**src/rtl/load_store_unit_if.sv**
```systemverilog
// Request, data-memory and writeback signal bundle for load_store_unit.
// The slave modport is the LSU; the master modport is its environment.
interface load_store_unit_if #(parameter int unsigned XLEN = 32);
  logic            req_valid;
  logic            req_ready;
  logic            is_store;
  logic [2:0]      mem_op;
  logic [XLEN-1:0] addr;
  logic [XLEN-1:0] store_data;
  logic [4:0]      rd_in;
  logic            flush;

  logic            dmem_req;
  logic            dmem_we;
  logic [XLEN-1:0] dmem_addr;
  logic [3:0]      dmem_be;
  logic [XLEN-1:0] dmem_wdata;
  logic            dmem_gnt;
  logic            dmem_rvalid;
  logic [XLEN-1:0] dmem_rdata;

  logic            wb_valid;
  logic [4:0]      wb_rd;
  logic [XLEN-1:0] wb_data;
  logic            busy;
  logic            misalign_exc;
  logic [XLEN-1:0] misalign_addr;

  modport slave (
    input  req_valid, is_store, mem_op, addr, store_data, rd_in, flush,
    input  dmem_gnt, dmem_rvalid, dmem_rdata,
    output req_ready, dmem_req, dmem_we, dmem_addr, dmem_be, dmem_wdata,
    output wb_valid, wb_rd, wb_data, busy, misalign_exc, misalign_addr
  );

  modport master (
    output req_valid, is_store, mem_op, addr, store_data, rd_in, flush,
    output dmem_gnt, dmem_rvalid, dmem_rdata,
    input  req_ready, dmem_req, dmem_we, dmem_addr, dmem_be, dmem_wdata,
    input  wb_valid, wb_rd, wb_data, busy, misalign_exc, misalign_addr
  );
endinterface

```
**src/rtl/load_store_unit.sv**
```systemverilog
// Single-outstanding load/store unit between EX/MEM and a req/gnt/rvalid data memory.
// Define MISALIGN_TRAP_EN to trap misaligned H/W accesses instead of aligning them down.
module load_store_unit #(
    parameter int unsigned XLEN = 32
) (
    input logic         clk,
    input logic         reset,
    load_store_unit_if.slave bus
);
    typedef enum logic [1:0] {IDLE, REQ, WAIT_R} state_t;

    state_t          state_q, state_d;
    logic [XLEN-1:0] addr_q, addr_d;
    logic [XLEN-1:0] store_data_q, store_data_d;
    logic [2:0]      mem_op_q, mem_op_d;
    logic            is_store_q, is_store_d;
    logic [4:0]      rd_q, rd_d;
    logic            flushed_q, flushed_d;
    logic            wb_valid_q, wb_valid_d;
    logic [4:0]      wb_rd_q, wb_rd_d;
    logic [XLEN-1:0] wb_data_q, wb_data_d;

    logic            accept;
    logic [1:0]      off;
    logic [3:0]      be_raw;
    logic [15:0]     rsel;
    logic [XLEN-1:0] load_ext;

`ifdef MISALIGN_TRAP_EN
    logic            misalign_exc_q, misalign_exc_d;
    logic [XLEN-1:0] misalign_addr_q, misalign_addr_d;
    logic            misaligned_in;

    assign misaligned_in = (bus.mem_op[1:0] == 2'b01 && bus.addr[0]) ||
                           (bus.mem_op[1] && bus.addr[1:0] != 2'b00);
    assign bus.misalign_exc  = misalign_exc_q;
    assign bus.misalign_addr = misalign_addr_q;
`else
    assign bus.misalign_exc  = 1'b0;
    assign bus.misalign_addr = '0;
`endif

    // flush in IDLE blocks acceptance for that cycle
    assign accept = bus.req_valid && (state_q == IDLE) && !bus.flush;

    always_comb begin
        off = addr_q[1:0];
`ifdef MISALIGN_TRAP_EN
        off = addr_q[1:0];
`else
        // misaligned halves/words are silently aligned down
        if (mem_op_q[1:0] == 2'b01)
            off = {addr_q[1], 1'b0};
        else if (mem_op_q[1])
            off = 2'b00;
`endif
    end

    always_comb begin
        be_raw         = 4'b1111;
        bus.dmem_wdata = store_data_q;
        case (mem_op_q[1:0])
            2'b00: begin
                be_raw         = 4'b0001 << off;
                bus.dmem_wdata = {4{store_data_q[7:0]}};
            end
            2'b01: begin
                be_raw         = 4'b0011 << off;
                bus.dmem_wdata = {2{store_data_q[15:0]}};
            end
            default: ;
        endcase
    end

    assign rsel = 16'(bus.dmem_rdata >> {off, 3'b000});

    always_comb begin
        case (mem_op_q[1:0])
            2'b00:   load_ext = {{(XLEN-8){rsel[7] & ~mem_op_q[2]}}, rsel[7:0]};
            2'b01:   load_ext = {{(XLEN-16){rsel[15] & ~mem_op_q[2]}}, rsel[15:0]};
            default: load_ext = bus.dmem_rdata;
        endcase
    end

    assign bus.req_ready = (state_q == IDLE);
    assign bus.busy      = (state_q != IDLE);
    assign bus.dmem_req  = (state_q == REQ);
    assign bus.dmem_we   = (state_q == REQ) && is_store_q;
    assign bus.dmem_be   = (state_q == REQ) ? be_raw : 4'b0000;
    assign bus.dmem_addr = {addr_q[XLEN-1:2], 2'b00};
    assign bus.wb_valid  = wb_valid_q;
    assign bus.wb_rd     = wb_rd_q;
    assign bus.wb_data   = wb_data_q;

    always_comb begin
        state_d      = state_q;
        addr_d       = addr_q;
        store_data_d = store_data_q;
        mem_op_d     = mem_op_q;
        is_store_d   = is_store_q;
        rd_d         = rd_q;
        flushed_d    = flushed_q;
        wb_valid_d   = 1'b0;
        wb_rd_d      = wb_rd_q;
        wb_data_d    = wb_data_q;
`ifdef MISALIGN_TRAP_EN
        misalign_exc_d  = 1'b0;
        misalign_addr_d = misalign_addr_q;
`endif
        case (state_q)
            IDLE: begin
                if (accept) begin
                    addr_d       = bus.addr;
                    store_data_d = bus.store_data;
                    mem_op_d     = bus.mem_op;
                    is_store_d   = bus.is_store;
                    rd_d         = bus.rd_in;
                    flushed_d    = 1'b0;
`ifdef MISALIGN_TRAP_EN
                    if (misaligned_in) begin
                        misalign_exc_d  = 1'b1;
                        misalign_addr_d = bus.addr;
                    end else begin
                        state_d = REQ;
                    end
`else
                    state_d = REQ;
`endif
                end
            end
            REQ: begin
                // once granted the access must finish; a flush only hides its result
                if (bus.dmem_gnt) begin
                    flushed_d = bus.flush;
                    state_d   = is_store_q ? IDLE : WAIT_R;
                end else if (bus.flush) begin
                    state_d = IDLE;
                end
            end
            WAIT_R: begin
                if (bus.flush)
                    flushed_d = 1'b1;
                if (bus.dmem_rvalid) begin
                    state_d = IDLE;
                    if (!flushed_q && !bus.flush) begin
                        wb_valid_d = 1'b1;
                        wb_rd_d    = rd_q;
                        wb_data_d  = load_ext;
                    end
                end
            end
            default: state_d = IDLE;
        endcase
    end

    always_ff @(posedge clk) begin
        if (reset) begin
            state_q      <= IDLE;
            addr_q       <= '0;
            store_data_q <= '0;
            mem_op_q     <= '0;
            is_store_q   <= 1'b0;
            rd_q         <= '0;
            flushed_q    <= 1'b0;
            wb_valid_q   <= 1'b0;
            wb_rd_q      <= '0;
            wb_data_q    <= '0;
        end else begin
            state_q      <= state_d;
            addr_q       <= addr_d;
            store_data_q <= store_data_d;
            mem_op_q     <= mem_op_d;
            is_store_q   <= is_store_d;
            rd_q         <= rd_d;
            flushed_q    <= flushed_d;
            wb_valid_q   <= wb_valid_d;
            wb_rd_q      <= wb_rd_d;
            wb_data_q    <= wb_data_d;
        end
    end

`ifdef MISALIGN_TRAP_EN
    always_ff @(posedge clk) begin
        if (reset) begin
            misalign_exc_q  <= 1'b0;
            misalign_addr_q <= '0;
        end else begin
            misalign_exc_q  <= misalign_exc_d;
            misalign_addr_q <= misalign_addr_d;
        end
    end
`endif
endmodule

```
**src/flat_wrapper.sv**
```systemverilog
// flat-port wrapper written by rule: the top's interface ports become plain ports
module load_store_unit_flat 
#(
    parameter int unsigned XLEN = 32
)
  (clk, reset, bus_req_valid, bus_is_store, bus_mem_op, bus_addr, bus_store_data, bus_rd_in, bus_flush, bus_dmem_gnt, bus_dmem_rvalid, bus_dmem_rdata, bus_req_ready, bus_dmem_req, bus_dmem_we, bus_dmem_addr, bus_dmem_be, bus_dmem_wdata, bus_wb_valid, bus_wb_rd, bus_wb_data, bus_busy, bus_misalign_exc, bus_misalign_addr);
  load_store_unit_if #(.XLEN(XLEN)) bus_i ();
  input logic clk;
  input logic reset;
  input wire logic [$bits(bus_i.req_valid)-1:0] bus_req_valid;
  input wire logic [$bits(bus_i.is_store)-1:0] bus_is_store;
  input wire logic [$bits(bus_i.mem_op)-1:0] bus_mem_op;
  input wire logic [$bits(bus_i.addr)-1:0] bus_addr;
  input wire logic [$bits(bus_i.store_data)-1:0] bus_store_data;
  input wire logic [$bits(bus_i.rd_in)-1:0] bus_rd_in;
  input wire logic [$bits(bus_i.flush)-1:0] bus_flush;
  input wire logic [$bits(bus_i.dmem_gnt)-1:0] bus_dmem_gnt;
  input wire logic [$bits(bus_i.dmem_rvalid)-1:0] bus_dmem_rvalid;
  input wire logic [$bits(bus_i.dmem_rdata)-1:0] bus_dmem_rdata;
  output wire logic [$bits(bus_i.req_ready)-1:0] bus_req_ready;
  output wire logic [$bits(bus_i.dmem_req)-1:0] bus_dmem_req;
  output wire logic [$bits(bus_i.dmem_we)-1:0] bus_dmem_we;
  output wire logic [$bits(bus_i.dmem_addr)-1:0] bus_dmem_addr;
  output wire logic [$bits(bus_i.dmem_be)-1:0] bus_dmem_be;
  output wire logic [$bits(bus_i.dmem_wdata)-1:0] bus_dmem_wdata;
  output wire logic [$bits(bus_i.wb_valid)-1:0] bus_wb_valid;
  output wire logic [$bits(bus_i.wb_rd)-1:0] bus_wb_rd;
  output wire logic [$bits(bus_i.wb_data)-1:0] bus_wb_data;
  output wire logic [$bits(bus_i.busy)-1:0] bus_busy;
  output wire logic [$bits(bus_i.misalign_exc)-1:0] bus_misalign_exc;
  output wire logic [$bits(bus_i.misalign_addr)-1:0] bus_misalign_addr;
  assign bus_i.req_valid = bus_req_valid;
  assign bus_i.is_store = bus_is_store;
  assign bus_i.mem_op = bus_mem_op;
  assign bus_i.addr = bus_addr;
  assign bus_i.store_data = bus_store_data;
  assign bus_i.rd_in = bus_rd_in;
  assign bus_i.flush = bus_flush;
  assign bus_i.dmem_gnt = bus_dmem_gnt;
  assign bus_i.dmem_rvalid = bus_dmem_rvalid;
  assign bus_i.dmem_rdata = bus_dmem_rdata;
  assign bus_req_ready = bus_i.req_ready;
  assign bus_dmem_req = bus_i.dmem_req;
  assign bus_dmem_we = bus_i.dmem_we;
  assign bus_dmem_addr = bus_i.dmem_addr;
  assign bus_dmem_be = bus_i.dmem_be;
  assign bus_dmem_wdata = bus_i.dmem_wdata;
  assign bus_wb_valid = bus_i.wb_valid;
  assign bus_wb_rd = bus_i.wb_rd;
  assign bus_wb_data = bus_i.wb_data;
  assign bus_busy = bus_i.busy;
  assign bus_misalign_exc = bus_i.misalign_exc;
  assign bus_misalign_addr = bus_i.misalign_addr;
  load_store_unit #(.XLEN(XLEN)) u_core (.clk(clk), .reset(reset), .bus(bus_i));
endmodule
```
**config.mk**
```make
export PLATFORM = sky130hd
export DESIGN_NAME = load_store_unit_flat
export DESIGN_NICKNAME = d
export VERILOG_FILES = /design/src/rtl/load_store_unit_if.sv /design/src/rtl/load_store_unit.sv /design/src/flat_wrapper.sv
export SDC_FILE = /design/constraint.sdc
export NUM_CORES = 1
export LEC_CHECK = 0
export ABC_AREA = 1
export BUFFER_PORTS_ARGS = -buffer_cell sky130_fd_sc_hd__buf_4
export CAP_MARGIN = 15
export CORE_MARGIN = 2
export CORE_UTILIZATION = 48
export DETAILED_ROUTE_END_ITERATION = 16
export PLACE_DENSITY = 0.87
export SYNTH_ARGS = -nofsm -noshare
export SYNTH_HDL_FRONTEND = slang
export SYNTH_SLANG_ARGS = --single-unit
```
**constraint.sdc**
```tcl
create_clock -name clk -period 2 [get_ports clk]
set_clock_uncertainty 0.15 [all_clocks]
set_input_delay 0.4 -clock clk [delete_from_list [all_inputs] [get_ports clk]]
set_output_delay 0.4 -clock clk [all_outputs]
set_load 0.01 [all_outputs]
```
==> results.md, run 1 <==
- Clock sink count: 114
- Avg Inst Size Synth: 6.72 sq um
- Dpl hpwl: 12,500 um
- # hold bufs at CTS: 0
- Gpl congestion: between 0.9 and 1
- Leak: 4.16 nW
- First-pass GRT wire length: between 20,000 and 30,000 um
- Core area: ~12,000 sq um
- Area delta synth->final: 41.4%
- Sum Neg Setup Slack: -0.964 ns
- Clock power frac: approximately 34%
- Layout cell share with drive strength beyond 1: between 30% and 40%
- Root buffer cell: clkbuf_16
- Most frequent cells in the layout: buf_4 (240), nor2_1 (192), nand2_1 (128)
- Final period util: 105%
- Worst setup path startpoint: u_core.mem_op_q[0]$_SDFFE_PP0P_
- Tot Pwr: 9.51 mW
- Rows: 40
- Reg2reg start: u_core.mem_op_q[0]$_SDFFE_PP0P_
- IR Drop Worst-Case VDD: 662 uV
- CP startpoint kind: register
- Die height: 115 um
- Worst Setup EP: bus_dmem_wdata[25]
- Vias per cell: 5.10
- Worst R2R Setup Slack: around 0.040 ns
- CTS buffer count: 17
- Slew of the pin with the lowest slew margin: 0.520 ns
- Pre-CTS setup slack: 0.0232 ns
- Clk Latency, worst-skew pair: 0.41 ns
- Sw power: 3.24 mW
- Initial Utilization: 49.0%
- Die Width: 115 um
- Largest net degree at the start of global routing: 70
- Initial DRC Count: 533
- Outcome: complete, but fails checks
- Fin worst setup slack: -0.108 ns
- Bufs on Longest Clock Path: 2
- WL final: 18,600 um
- Crit end category: output port
- CTS H-tree lvls: 4
- Critical-path maximum fanout: 6
- Count of final max-slew check failures: 0
- Max_slew headroom: around 65%
- Drt pass-1 iters: 7
- Ports: approximately 250
- Failing checks: setup timing
- Via Count: around 6,300
- Yosys cell types: 27
- Overall global routing resource usage: 27.3%
- Sequential area share after synthesis: 38.8%
- Post-Syn Instances: a little under 900
- Initial antenna violation count: 1
- Number of synthesis warnings: 0
- Hold path cells: 3
- Logic pwr share: 35.8%
- Synthesized flop and latch total: between 100 and 150
- Crit path kind: reg -> out
- # port buffers: 218
- Worst Reg-to-Reg Cells: 10
- Max_cap viols: 0
- Remaining DRCs: 0
- Global route overflow: 0
- Detail Route Antenna Nets: 0
- Max Fclk: 0.474 GHz
- Clock transition at path regs: 0.05 ns
- Power Internal: ~6.3 mW
- RSZ-0062 raised after global routing: yes
- Worst R2R End: u_core.bus.wb_data[28]$_SDFFE_PP0P_
- WP data arrival: 1.56 ns
- NumNets Final: ~1,200
- Mapped cell area: just under 6000 sq um
- Worst min path class: in -> reg
- Sequential power share: 30.2%
- Clock tree from TritonCTS: built
- Final Setup Violations: 17
- Leading cell type in the layout, fill and taps excluded: buf_4
- Req. time, crit path: 1.45 ns
- # fillers: 995
- Final Hold Viols: 0
- DIE AREA: ~13,000 sq um
- Pwr Density: 1140 nW/um^2
- Vias in the first global route: 5,923
- Fin crit period: 2.11 ns
- Sw frac: 34.0%
- Routed len/inst: 15.1 um
Yosys cell counts (all sizes together):
| master | count | share of area (%) |
|---|---|---|
| clkinv | 2 | 0.15 |
| nand3 | 65 | 6.3 |
| nand2 | 137 | 8.9 |
| a21oi | 42 | 3.6 |
| o22ai | 1 | 0.11 |
| nor3 | 6 | 0.51 |
| conb | 1 | 0.064 |
| inv | 71 | 4.6 |
| buf | 92 | 11 |
| o211ai | 9 | 1.1 |
| nor2 | 197 | 13 |
| clkbuf | 33 | 2.1 |
| o21ai | 103 | 8.8 |
| dfxtp | 114 | 39 |
| ha | 4 | 0.85 |
worst min-delay path by stage:
stage	to	slack, ns	startpoint
floorplan	u_core.store_data_q[10]$_SDFFE_PP0P_	0.29	u_core.store_data_q[10]$_SDFFE_PP0P_
global placement	u_core.rd_q[1]$_SDFFE_PP0P_	0.31	u_core.rd_q[1]$_SDFFE_PP0P_
detailed placement	u_core.store_data_q[10]$_SDFFE_PP0P_	0.31	u_core.store_data_q[10]$_SDFFE_PP0P_
CTS	u_core.addr_q[24]$_SDFFE_PP0P_	0.08	bus_addr[24]
global route	u_core.store_data_q[3]$_SDFFE_PP0P_	0.08	bus_store_data[3]
finish	u_core.addr_q[14]$_SDFFE_PP0P_	0.08	bus_addr[14]
stage by stage:
| stage | hold WS (ns) | util (%) | instances | instance area (sq um) |
|---|---|---|---|---|
| after CTS | 0.0760 | 68.0 | 1216 | 8170 |
| after detailed placement | 0.313 | 60.7 | 1174 | 7290 |
| final | 0.0825 | 69.3 | 1227 | 8330 |
| after global routing | 0.0798 | 69.3 | 1227 | 8330 |
| after global placement | 0.307 | 60.7 | 1174 | 7290 |
| after floorplan | 0.295 | - | 911 | 6020 |
area by class of cell:
type                       count  area, sq um  area share (%)
multi-input combinational    601         2840            34.2
tap                          147          184            2.21
timing repair buffer         259         2080            24.9
sequential                   114         2290            27.5
clock buffer                  22          474            5.70
clock inverter                10          155            1.86
antenna                        1         2.50          0.0301
inverter                      73          299            3.59
layer usage:
metal,up-vias,global-route usage (%),wire [um]
met5,-,0,0
met4,0,12.6,514
li1,3055,-,-
met2,341,46.9,9200
met3,53,8.75,1820
met1,2806,30.9,7050
registers in the layout, indices dropped and copies added, names as in the netlist:
name	flops
u_core.bus.wb_valid	1
u_core.state_q	2
u_core.bus.wb_data	32
u_core.is_store_q	1
u_core.rd_q	5
u_core.addr_q	32
u_core.flushed_q	1
u_core.mem_op_q	3
u_core.store_data_q	32
u_core.bus.wb_rd	5
critical path: stages, from the launching register on:
cell	delay, ns
dfxtp_4	0.36
nor2_4	0.18
buf_6	0.15
buf_4	0.11
nand2_2	0.06
o211ai_1	0.13
buf_4	0.17
kinds of logic after synthesis:
kind of cell | Yosys count | synth area share [%]
AND/OR/NAND/NOR | 405 | 28.7
adder cells (fa/ha/maj) | 4 | 0.850
flip-flops | 114 | 38.8
AO/OA/AOI/OAI | 155 | 13.6
other | 1 | 0.0637
buffers and inverters | 198 | 18.1
what timing repair did:
item                                   CTS  global route
setup endpoints to repair               28            52
pin swaps                               10             6
endpoints found under the hold margin    0             0
setup buffers                            9            10
resized for setup                       45            23
cloned                                   1             1
power by group through the flow:
stage / registers [mW] / clock network, mW / logic [mW]
2_1_floorplan: 2.86 / 0 / 1.96
3_3_place_gp: 2.88 / 0 / 2.91
6_report: 2.87 / 3.24 / 3.41
4_1_cts: 2.86 / 3.25 / 3.26
5_1_grt: 2.91 / 3.37 / 3.75
3_5_place_dp: 2.89 / 0 / 2.96
Power figures use the tool's default switching activity.
==> run 2, diff against run 1 <==
--- a/config.mk
+++ b/config.mk
@@ -8,7 +8,7 @@
 export ABC_AREA = 1
 export BUFFER_PORTS_ARGS = -buffer_cell sky130_fd_sc_hd__buf_4
 export CAP_MARGIN = 15
-export CORE_MARGIN = 2
+export CORE_MARGIN = 5
 export CORE_UTILIZATION = 48
 export DETAILED_ROUTE_END_ITERATION = 16
 export PLACE_DENSITY = 0.87
==> constraint.sdc (replaced) <==
create_clock -name clk -period 2 [get_ports clk]
set_clock_uncertainty 0.15 [all_clocks]
set_input_delay 0.1 -clock clk [delete_from_list [all_inputs] [get_ports clk]]
set_output_delay 0.1 -clock clk [all_outputs]
set_load 0.01 [all_outputs]
==> run 2 against run 1 <==
  * Non-clock buffer count is 86 higher
  * Highest routed layer unchanged
  * Cell area grew 7.5%
  * Largest power group unchanged
  * The run now ends clean
  * Combinational power is 2% lower
  * Sequential cell count did not move
==> results.md, run 2 (synthesis results as in run 1) <==
- Layout cell share with drive strength beyond 1: 25.5% (-5.6 points)
- WL final: 22,200 um (+20%)
- Placed cells: 1,171 (-0.26%)
- Crit-path slowest cell: dfxtp_2
- Post-DP Area: 7270 sq um (-0.31%)
- Global route overflow: 0 (unchanged)
- Worst-path cell chain: buf_6 -> buf_12 -> nor2_1 -> buf_4 -> nor3_2 -> buf_4
- Clock transition at path regs: 0.05 ns (about the same)
- Final Hold Viols: 0 (unchanged)
- Rows: 40 (unchanged)
- Outcome: completed
- Bufs on Longest Clock Path: 2 (unchanged)
- IR Drop Worst-Case VDD: 743 uV (+12%)
- Clk Latency, worst-skew pair: 0.41 ns (about the same)
- Core area: 12,000 sq um (unchanged)
- CP peak stage delay: 0.37 ns (about the same)
- Die Width: 121 um (+5.2%)
- Overall global routing resource usage: 29.6% (+2.4 points)
- Crit path kind: reg -> out
- CTS buffer count: 17 (unchanged)
- Gpl congestion: 0.886 (-5.8%)
- Detail Route Antenna Nets: 0 (unchanged)
- Dpl hpwl: 13,300 um (+6.1%)
- CP most frequent cell: buf_4
- CP startpoint kind: register
- First-pass GRT wire length: 34,100 um (+21%)
- Worst Path Buf+Inv: 4 (+1)
- Largest net degree at the start of global routing: 64 (-8.6%)
- Count of final max-slew check failures: 0 (unchanged)
- Critical-path maximum fanout: 23 (+17)
- Initial DRC Count: 730 (+37%)
- WP data arrival: 1.68 ns (+0.12 ns)
- Pwr Density: 1010 nW/um^2 (-12%)
- Vias in the first global route: 6,677 (+13%)
- NumNets Final: 1,265 (+7.1%)
- Hold path cells: 5 (+2)
- Final Non-Filler Cells: 1,312 (+6.9%)
- Crit end category: output port
- Final Setup Violations: 0 (-17)
- Ports: 254 (unchanged)
- Die height: 121 um (+5.2%)
- CTS H-tree lvls: 4 (unchanged)
- Max Fclk: 0.519 GHz (+9.5%)
- Via Count: 6,810 (+8.9%)
- Req. time, crit path: 1.75 ns (+0.30 ns)
- Clock sink count: 114 (unchanged)
- Final instance area: 8950 sq um (+7.5%)
- Worst min path class: in -> reg
- Clock tree from TritonCTS: built
- Final hold slack: 0.0178 ns (-0.0646 ns)
- Leak: 4.39 nW (+5.5%)
- Root buffer cell: clkbuf_16
- Initial Utilization: 49.0% (unchanged)
- Area delta synth->final: 52.0%
- Drt pass-1 iters: 7 (unchanged)
- Vias per cell: 5.19 (+1.8%)
- Remaining DRCs: 0 (unchanged)
- Most frequent cells in the layout: buf_4 (230), nor2_1 (193), nand2_1 (135)
- Max_cap viols: 0 (unchanged)
- Leading cell type in the layout, fill and taps excluded: buf_4
- Sum Neg Setup Slack: 0 ns (+0.964 ns)
- Routed len/inst: 16.9 um (+12%)
- DIE AREA: 14,600 sq um (+11%)
- Fin crit period: 1.93 ns (-0.183 ns)
- Final period util: 96.3% (-9.2 points)
- Initial antenna violation count: 2 (+1)
- # port buffers: 218 (unchanged)
- Kind of cell adding the most delay to the critical path: buffers and inverters
- Worst Reg-to-Reg Cells: 7 (-3)
- Levels on crit path: 6 (unchanged)
- RSZ-0062 raised after global routing: no
run 2: metal layers:
| layer | wire, um | part of all wire, % | vias up | track usage (%) |
|---|---|---|---|---|
| met4 | 772 | 3.5 | 0 | 13.0 |
| met5 | 0 | 0 | - | 0 |
| met3 | 2430 | 11 | 73 | 10.3 |
| met2 | 11000 | 49 | 418 | 50.9 |
| met1 | 8050 | 36 | 3100 | 33.1 |
| li1 | - | - | 3219 | - |
run 2: final cells by class:
type | instances | area (sq um)
fill | 791 | 3060
sequential | 114 | 2280
tap | 147 | 184
clock buffer | 19 | 443
inverter | 73 | 283
multi-input combinational | 599 | 2700
antenna | 2 | 5.00
clock inverter | 13 | 111
timing repair buffer | 345 | 2940
run 2: worst reg2reg max path: stages, from the launching register on:
cell and delay (ns):
dfxtp_1 0.31, inv_1 0.12, ha_1 0.27, nand3_2 0.19
inv_2 0.20, buf_12 0.25, nor2_1 0.09, nor2_1 0.16
run 2: final timing paths:
kind | start | to | slack, ns
worst max-delay path | u_core.mem_op_q[1]$_SDFFE_PP0P_ | bus_dmem_be[2] | 0.07
worst min-delay path | bus_dmem_rdata[7] | u_core.bus.wb_data[7]$_SDFFE_PP0P_ | 0.02
worst max register to register | u_core.state_q[1]$_SDFFE_PP0P_ | u_core.addr_q[28]$_SDFFE_PP0P_ | 0.18
worst min register to register | u_core.bus.wb_data[7]$_SDFFE_PP0P_ | u_core.bus.wb_data[7]$_SDFFE_PP0P_ | 0.32
run 2: through the flow:
stage / utilization, % / power, mW / setup slack [ns]
global placement: 60.5 / 5.79 / 0.284
CTS: 74.2 / 8.87 / 0.0117
detailed placement: 60.5 / 5.84 / 0.214
finish: 74.5 / 9.04 / 0.0748
global route: 74.5 / 9.49 / 0.00209
floorplan: - / 4.82 / 0.349
run 2: repair_timing:
action	in CTS	in global routing
hold buffers	107	0
setup endpoints to repair	3	13
setup buffers	0	0
gates resized for setup	5	10
pin swaps	0	1
endpoints found under the hold margin	110	0
run 2: report_power, final:
part,leakage (nW),internal (mW),switching [mW],total [mW]
clock,0.265,1.73,1.10,2.84
sequential,0.932,2.63,0.233,2.87
combinational,3.19,1.40,1.94,3.34
total,4.39,5.76,3.28,9.04
==> run 3, diff against run 2 <==
--- a/config.mk
+++ b/config.mk
@@ -8,10 +8,12 @@
 export ABC_AREA = 1
 export BUFFER_PORTS_ARGS = -buffer_cell sky130_fd_sc_hd__buf_4
 export CAP_MARGIN = 15
+export CELL_PAD_IN_SITES_DETAIL_PLACEMENT = 1
+export CELL_PAD_IN_SITES_GLOBAL_PLACEMENT = 1
 export CORE_MARGIN = 5
-export CORE_UTILIZATION = 48
+export CORE_UTILIZATION = 32
 export DETAILED_ROUTE_END_ITERATION = 16
-export PLACE_DENSITY = 0.87
+export PLACE_DENSITY = 0.86
 export SYNTH_ARGS = -nofsm -noshare
 export SYNTH_HDL_FRONTEND = slang
 export SYNTH_SLANG_ARGS = --single-unit
==> run 3 against run 2 <==
  * Die area up 45%
  * Cell count increased by 6.2%
  * Setup slack better by 0.021 ns
  * Clock-buffer cell count decreased by 2
  * Sequential share of layout area is 0.32 points lower
  * Combinational power grew 4%
  * Clock power rose by 7.4%
  * Worst hold slack gained 0.00075 ns
  * Utilization shrank 24 points
  * Critical path depth is the same
  * Cell area up 1.3%
  * Highest routed layer unchanged
==> results.md, run 3 (synthesis results as in run 1) <==
- Count of final max-slew check failures: 0 (unchanged)
- Bufs on Longest Clock Path: 2 (unchanged)
- Rows: 49 (+23%)
- Max Fclk: 0.525 GHz (+1.1%)
- Worst Path Buf+Inv: 3 (-1)
- Via Count: 6,723 (-1.3%)
- Worst setup path startpoint: u_core.mem_op_q[0]$_SDFFE_PP0P_
- Crit end category: output port
- WP data arrival: 1.65 ns (-0.03 ns)
- Worst-path cell chain: nor2_4 -> buf_12 -> inv_1 -> nor2_2 -> nor3_2 -> buf_4
- Crit path kind: reg -> out
- WL final: 26,500 um (+19%)
- Overall global routing resource usage: 24.4% (-5.3 points)
- Final core occ: 50.3% (-24 points)
- Req. time, crit path: 1.75 ns (about the same)
- CTS H-tree lvls: 4 (unchanged)
- Final hold slack: 0.0186 ns (+0.000752 ns)
- Worst R2R Setup Slack: 0.16 ns (-0.02 ns)
- DIE AREA: 21,200 sq um (+45%)
- Final Non-Filler Cells: 1,393 (+6.2%)
- Detail Route Antenna Nets: 0 (unchanged)
- Pwr Density: 1040 nW/um^2 (+2.5%)
- Kind of cell adding the most delay to the critical path: simple AND/OR/NAND/NOR gates
- Worst min path class: in -> reg
- Levels on crit path: 6 (unchanged)
- Critical-path maximum fanout: 25 (+8.7%)
- First-pass GRT wire length: 41,800 um (+22%)
- Drt pass-1 iters: 4 (-3)
- NumNets Final: 1,263 (-0.16%)
- # fillers: 2,242 (+180%)
- Remaining DRCs: 0 (unchanged)
- Layout cell share with drive strength beyond 1: 25.6% (+0.13 points)
- Die height: 146 um (+21%)
- Vias in the first global route: 7,379 (+11%)
- IR Drop Worst-Case VDD: 644 uV (-13%)
- Max_cap viols: 0 (unchanged)
- Worst R2R End: u_core.bus.wb_data[31]$_SDFFE_PP0P_
- CP startpoint kind: register
- Global route overflow: 0 (unchanged)
- Initial DRC Count: 272 (-63%)
- Root buffer cell: clkbuf_16
- Leak: 4.38 nW (-0.35%)
- Initial antenna violation count: 3 (+1)
- Dpl hpwl: 15,900 um (+20%)
- Worst Reg-to-Reg Cells: 9 (+2)
- Area delta synth->final: 53.9%
- CTS buffer count: 17 (unchanged)
- Clk Latency, worst-skew pair: 0.41 ns (about the same)
- Final Hold Viols: 0 (unchanged)
- Vias per cell: 4.83 (-7.0%)
- Largest net degree at the start of global routing: 62 (-3.1%)
- Leading cell type in the layout, fill and taps excluded: buf_4
- Most frequent cells in the layout: buf_4 (231), nor2_1 (193), nand2_1 (135)
- Placed cells: 1,252 (+6.9%)
- Final Setup Violations: 0 (unchanged)
- Tot Pwr: 9.39 mW (+3.8%)
- Clock transition at path regs: 0.06 ns (about the same)
- Final period util: 95.2% (-1.0 points)
- Reg2reg start: u_core.mem_op_q[0]$_SDFFE_PP0P_
- Worst hold start: bus_dmem_rdata[1]
- Outcome: completed
- Hold path cells: 7 (+2)
- Routed len/inst: 19.0 um (+12%)
- Clock sink count: 114 (unchanged)
- Die Width: 146 um (+21%)
- Core area: 18,000 sq um (+50%)
- RSZ-0062 raised after global routing: no
- # port buffers: 218 (unchanged)
- Clock tree from TritonCTS: built
- Fin crit period: 1.90 ns (-0.0205 ns)
- Crit-path slowest cell: dfxtp_1
- CP peak stage delay: 0.35 ns (-0.02 ns)
- Sum Neg Setup Slack: 0 ns (unchanged)
- Ports: 254 (unchanged)
- Gpl congestion: 0.820 (-7.4%)
- Initial Utilization: 32.7% (-16 points)
- Worst Setup EP: bus_dmem_be[1]
==> run 3: changes by cell type in the layout (fill, tap and decap cells not counted), sizes merged <==
cell	change
dlygate4sd3	-1
clkbuf	-2
clkinvlp	+3
bufinv	+1
clkinv	-2
buf	-1
diode	+1
==> run 3: how the worst min path moves through the flow <==
stage,to,slack (ns)
finish,u_core.bus.wb_data[1]$_SDFFE_PP0P_,0.02
global route,u_core.bus.wb_data[7]$_SDFFE_PP0P_,0.05
CTS,u_core.bus.wb_data[1]$_SDFFE_PP0P_,0.008
detailed placement,u_core.store_data_q[3]$_SDFFE_PP0P_,0.21
global placement,u_core.addr_q[4]$_SDFFE_PP0P_,0.20
floorplan,u_core.addr_q[0]$_SDFFE_PP0P_,0.12
==> run 3: what timing repair did <==
item | in CTS | in global routing
gates resized for setup | 6 | 11
setup buffers | 0 | 0
hold buffers | 106 | 0
setup endpoints to repair | 7 | 14
pin swaps | 1 | 1
endpoints found under the hold margin | 105 | 0
==> run 3: worst register-to-register path: cells and delay by family, from the launching register on <==
family / cells / cell delay, ns
buffers and inverters: 2 / 0.23
DFF: 1 / 0.35
and+or+nand+nor: 7 / 1.08
==> run 3: through the flow <==
step | worst slack (ns) | area, sq um
after CTS | 0.00986 | 9020
after global routing | 0.0215 | 9060
after floorplan | 0.349 | 6020
after detailed placement | 0.176 | 7350
after global placement | 0.254 | 7350
final | 0.0953 | 9060
==> run 3: cell type report <==
class                      instances  area [sq um]  area share, %
antenna                            3          7.51         0.0828
timing repair buffer             343          2910           32.1
multi-input combinational        599          2710           29.9
inverter                          73           283           3.12
clock buffer                      17           425           4.69
clock inverter                    15           161           1.78
sequential                       114          2280           25.2
tap                              229           287           3.16
==> run 3: where the power goes <==
part	internal (mW)	total (mW)	switching, mW
logic	1.40	3.46	2.06
clock network	1.84	3.05	1.21
registers	2.63	2.88	0.249
==> run 3: routing by layer <==
| layer | global-route usage (%) | vias up | part of all wire (%) |
|---|---|---|---|
| met4 | 8.16 | 0 | 2.5 |
| met1 | 26.7 | 3218 | 39 |
| met5 | 0 | - | 0 |
| met3 | 7.63 | 46 | 6.9 |
| li1 | - | 3202 | - |
| met2 | 44.4 | 257 | 52 |
